<file path="src/rtl/instruction_fetch.sv">
// Fetch stage: owns the PC, drives the instruction ROM address and registers
// each returned byte into the IR, with stall, jump redirect and halt handling.
module instruction_fetch #(
    parameter int ADDR_WIDTH = 4,
    parameter int DATA_WIDTH = 8,
    parameter int RESET_PC   = 0,
    parameter int WRAP_EN    = 1
) (
    input  logic                  clk,
    input  logic                  reset,
    output logic [ADDR_WIDTH-1:0] imem_addr,
    input  logic [DATA_WIDTH-1:0] imem_data,
    input  logic                  stall,
    input  logic                  jump_valid,
    input  logic [ADDR_WIDTH-1:0] jump_target,
    output logic [DATA_WIDTH-1:0] instr,
    output logic [ADDR_WIDTH-1:0] instr_pc,
    output logic                  instr_valid,
    output logic                  halted,
    output logic [7:0]            fetch_count
);

    typedef enum logic {FETCH, HALTED} state_t;

    localparam logic [ADDR_WIDTH-1:0] PC_INIT = ADDR_WIDTH'(RESET_PC);
    localparam logic [ADDR_WIDTH-1:0] PC_LAST = '1;

    state_t                state;
    logic [ADDR_WIDTH-1:0] pc;

    assign imem_addr = pc;

    always_ff @(posedge clk) begin
        if (reset) begin
            state       <= FETCH;
            pc          <= PC_INIT;
            instr       <= '0;
            instr_pc    <= '0;
            instr_valid <= 1'b0;
            halted      <= 1'b0;
            fetch_count <= 8'd0;
        end else begin
            case (state)
                FETCH: begin
                    if (jump_valid) begin
                        // Redirect flushes the byte fetched this cycle; a jump to the
                        // live instruction's own address is the halt idiom.
                        pc          <= jump_target;
                        instr_valid <= 1'b0;
                        if (instr_valid && (jump_target == instr_pc)) begin
                            state  <= HALTED;
                            halted <= 1'b1;
                        end
                    end else if (!stall) begin
                        instr       <= imem_data;
                        instr_pc    <= pc;
                        instr_valid <= 1'b1;
                        if (fetch_count != 8'hFF)
                            fetch_count <= fetch_count + 8'd1;
                        // Without wrap, the last address is still issued, then fetch stops.
                        if ((WRAP_EN == 0) && (pc == PC_LAST)) begin
                            state  <= HALTED;
                            halted <= 1'b1;
                        end else begin
                            pc <= pc + 1'b1;
                        end
                    end
                end
                HALTED: begin
                    instr_valid <= 1'b0;
                end
                default: state <= FETCH;
            endcase
        end
    end

endmodule

</file>
<file path="config.mk">
export PLATFORM = sky130hd
export DESIGN_NAME = instruction_fetch
export DESIGN_NICKNAME = d
export VERILOG_FILES = /design/src/rtl/instruction_fetch.sv
export SDC_FILE = /design/constraint.sdc
export NUM_CORES = 1
export LEC_CHECK = 0
export CAP_MARGIN = 25
export CELL_PAD_IN_SITES_DETAIL_PLACEMENT = 1
export CELL_PAD_IN_SITES_GLOBAL_PLACEMENT = 1
export CORE_AREA = 4 4 67 69
export CTS_BUF_LIST = sky130_fd_sc_hd__clkbuf_8
export DETAILED_ROUTE_END_ITERATION = 7
export DIE_AREA = 0 0 71 73
export PLACE_DENSITY_LB_ADDON = 0.12
export SYNTH_ARGS = -nofsm -noshare
export SYNTH_HDL_FRONTEND = slang
export SYNTH_SLANG_ARGS = --single-unit
</file>
<file path="constraint.sdc">
create_clock -name clk -period 2 [get_ports clk]
set_input_delay 0.2 -clock clk [delete_from_list [all_inputs] [get_ports clk]]
set_output_delay 0.2 -clock clk [all_outputs]
set_load 0.05 [all_outputs]
</file>
# Word-level counts from Yosys, hierarchy flattened
# Cells that the tools add are included.
[totals]
word_cells = 29
register_bits = 27
[classes]
eq_ne = 4
mux = 8
bitwise_logic = 3
reduce_logical = 5
add_sub_neg = 2
[ops]
columns = ["operator", "count"]
rows = [
  ["$add 8x1->8 const B", 1],
  ["$mux 4", 2],
  ["$ne 8x8->1 const B", 1],
  ["$reduce_and 3->1", 2],
  ["$mux 1", 5],
  ["$add 4x1->4 const B", 1],
  ["$eq 4x4->1", 1],
  ["$reduce_and 4->1", 1],
  ["$ne 3x3->1 const B", 1],
  ["$not 1->1", 3],
  ["$ne 2x1->1 const B", 1],
  ["$pmux 1 s2", 1],
  ["$reduce_and 2->1", 1],
  ["$logic_and 1x1->1", 1],
]

# Longest topological paths before layout
[depth]
depth_word = 5
ltp_mapped = 5
depth_no_buf = 4

# Least setup slack after synthesis
# OpenSTA, ideal clock, no wires.
[synth_path]
kind = "register to register"
from = "register pc[0] (netlist: imem_addr[0])"
to = "register pc[2] (netlist: imem_addr[2])"
synth_period_minus_slack_ns = 1.819
path_buffers = 0
path_slack_ns = 0.181
arrival_ns = 1.748
setup_ns = 0.070
stages_incl_launch_ff = 5
path_cell_list = "dfxtp_1 > ha_1 > or3b_2 > a211o_1 > a21oi_1"
[synth_between]
elab_chain_len = 3
[synth_rtl]
columns = ["element", "line", "source"]
rows = [
  ["start: declaration", "29", "logic [ADDR_WIDTH-1:0] pc;"],
  ["start signal: assignment", "48", "pc <= jump_target;"],
  ["start signal: assignment", "65", "pc <= pc + 1'b1;"],
  ["$add 4x1->4", "65", ""],
  ["$mux 4", "54", "end else if (!stall) begin"],
  ["$mux 4", "45", "if (jump_valid) begin"],
]
# No other way between the ends. The select of a mux whose other input is x is not followed.
# A chain may end at the register's enable or synchronous reset.

# Final worst setup path
[layout_path]
from = "register fetch_count[5]"
to = "output port fetch_count[5]"
[layout_lines]
columns = ["element", "line", "source"]
rows = [
  ["start: declaration", "20", "output logic [7:0] fetch_count"],
  ["start signal: assignment", "59", "fetch_count <= fetch_count + 8'd1;"],
]
# No word-level cell between the ends.

==> flow_summary.toml <==
[synthesis]
async_reset_ff_share_pct = 0
synth_top_cell_by_area = "dfxtp_1"
synth_seq_cells = 27
synthCells = 146
synthTopCellsByArea = "dfxtp_1, nand2_1, a21oi_1, and4_1, xnor2_1"
synth-main-ff-cell = "dfxtp_1"
synth_edf_count = 0
syn-num-nets = 164
yosysMostFrequentCell = "nand2_1"
syn_avg_cell_area_um2 = 8.48
synth_commonest_cells = "nand2_1, dfxtp_1, a21oi_1"
ys_warn_count = 0
yosysUniqueCellTypes = 39
synth_top_area_share_pct = 43.6
seq_area_frac_synth_pct = 43.6
netlist_area_um2 = 1240

[floorplanning]
dieArea_um2 = 5180
die_y_um = 73
pin_count = 42
die_x_um = 71
fp-row-count = 23
core_um2 = 3910
start_util_pct = 31.6

[sta]
rsz0062_at_grt = "false"
period_needed_ps = 1790
fin_skew_ps = 5.23
clock.fmax_ghz = 0.558
hold_viol_final = 0
tightest_slew_ps = 508
drv_slew = 0
min_period_over_period_pct = 89.6
slew_headroom_pct = 66.0
setup_viol = 0
setup-tns-final_ps = 0

[critical_path]
crit_type = "reg -> out"
cp_max_fo = 8
startpoint = "fetch_count[5]"
worst-path-buf-inv = 1
worstPathCellList = "clkdlybuf4s50_1"
critPathRequiredTime_ps = 1800
reg2reg_from = "fetch_count[0]"
crit_path_start_kind = "register"
critical-path-top-delay-family = "buffers and inverters"
cp.arrival_ps = 1590
crit_path_end_kind = "output port"
cp_slowest_cell = "clkdlybuf4s50_1"
critPathMaxStageDelay_ps = 850

[finish]
fin_nets = 209
area_growth_syn_to_layout_pct = 43.8
fillers = 476
drive_gt1_share_pct = 7.89
n_antenna_cell = 0

[clock_tree]
hold_buffers = 0
cts.clk_slew.worst_paths_ps = 100
ctsHtreeMaxLevel = 1
clock_latency_ps = 270
clockBufferDepth = 2
cts_resized = 0
cts_tree = "yes"
cts_sinks = 27
post_cts_buffers = 0
numCtsBuffers = 3
cts_root_buf = "clkbuf_8"

[placed_design]
gp_congestion = 0.770
hpwl_um = 2680
io_buffers = 41

[grt]
grt_overflow_total = 0
grt_usage_pct = 14.0
gr-usage-met3_pct = 3.17
antenna_found_initial = 0
grt_pass1_vias = 1223
grt_busiest_layer = "met2"
grtUsageMet1_pct = 17.1
grt_max_degree = 17
grt_pass1_wl_um = 5920
grtUsageMet2_pct = 25.0

[route]
dr.pass1.iters = 4
totalWireLength_um = 3530
drc = 0
viasPerCell = 5.20
vias = 1247
drt_first_iter_violations = 33
ant_nets = 0
wl_per_cell_um = 14.7

[power_and_ir_drop]
powerDensity_nw_per_um2 = 621
fin_total_pwr_uw = 1110
p_leak_uw = 0.000620
ir_drop_uv = 332

[status]
status = "completed"

[run]
cap_violations = 0

[worst_hold_path]
min_from = "instr[5]"
hp-class = "reg -> reg"
-- per-layer routing --
metal | routed length (um) | vias to the layer above
met5 | 0 | -
met2 | 1750 | 26
met1 | 1600 | 605
met3 | 150 | 4
met4 | 27 | 0
li1 | - | 612
-- path summary, 6_finish.rpt --
kind	end	slack, ps	cells after the start
hold reg to reg	instr[5]	460	2
hold / removal	instr[5]	460	2
setup reg to reg	fetch_count[0]	370	4
setup / recovery	fetch_count[5]	210	1
-- worst reg2reg max path: stages (launching register included) --
cell and delay, ps:
dfxtp_1 360, ha_1 300, and3_1 260, a21oi_1 250, mux2_2 360
-- kinds of logic (layout without fill, tap and decap cells) --
logic type | Yosys count | after routing | synth area share, %
AND/OR/NAND/NOR | 62 | 62 | 25.8
AO/OA/AOI/OAI | 35 | 35 | 18.4
flip-flops | 27 | 27 | 43.6
buffers and inverters | 12 | 56 | 3.94
XOR/XNOR | 4 | 4 | 2.83
multiplexers | 4 | 4 | 3.43
adder cells (fa/ha/maj) | 2 | 2 | 2.02
-- metrics by stage --
stage / util, % / setup slack, ps / cell area (um^2) / instances / hold WS (ps)
6_report: 45.5 / 207 / 1780 / 240 / 464
2_1_floorplan: - / 181 / 1240 / 146 / 322
5_1_grt: 45.5 / 141 / 1780 / 240 / 465
4_1_cts: 45.5 / 201 / 1780 / 240 / 465
3_5_place_dp: 44.3 / 111 / 1740 / 236 / 455
3_3_place_gp: 44.3 / 156 / 1740 / 236 / 445
-- cell type report --
| class | instances | area (um^2) | area share, % |
|---|---|---|---|
| Timing Repair Buffer | 48 | 463 | 26.0 |
| Tap cell | 50 | 62.6 | 3.51 |
| Multi-Input combinational cell | 107 | 654 | 36.7 |
| Inverter | 4 | 15.0 | 0.843 |
| Clock inverter | 1 | 5.00 | 0.281 |
| Clock buffer | 3 | 41.3 | 2.32 |
| Sequential cell | 27 | 541 | 30.3 |
-- registers in the layout, indices dropped and copies added, names as in the netlist --
signal / cells
fetch_count: 8
halted: 1
imem_addr: 4
instr: 8
instr_pc: 4
instr_valid: 1
state: 1
-- where the power goes --
group          switching (uW)  leakage, uW  total (uW)  internal, uW
combinational             129     0.000375         219          90.0
clock                     172    0.0000255         312           140
sequential               19.1     0.000220         575           556
-- placed cells by master, fill, tap and decap left out, types with 2 or more instances in the layout --
cell / Yosys / final
inv_1: 4 / 4
o21ai_0: 3 / 3
and4_1: 3 / 3
nor3_1: 4 / 3
a21oi_1: 17 / 17
xnor2_1: 3 / 3
clkbuf_8: 0 / 3
buf_4: 0 / 7
dfxtp_1: 27 / 27
a31oi_1: 2 / 2
clkdlybuf4s50_1: 0 / 41
o41ai_1: 2 / 2
nor2_1: 3 / 3
a2111oi_0: 2 / 2
or4_1: 2 / 2
or3_1: 2 / 2
nand2_1: 32 / 32
nand4_1: 3 / 3
o31a_1: 2 / 2
ha_1: 2 / 2
nand3_1: 3 / 3
nor2b_1: 3 / 3
mux2i_1: 2 / 2
Note: power is estimated with default switching activity, not from simulation.
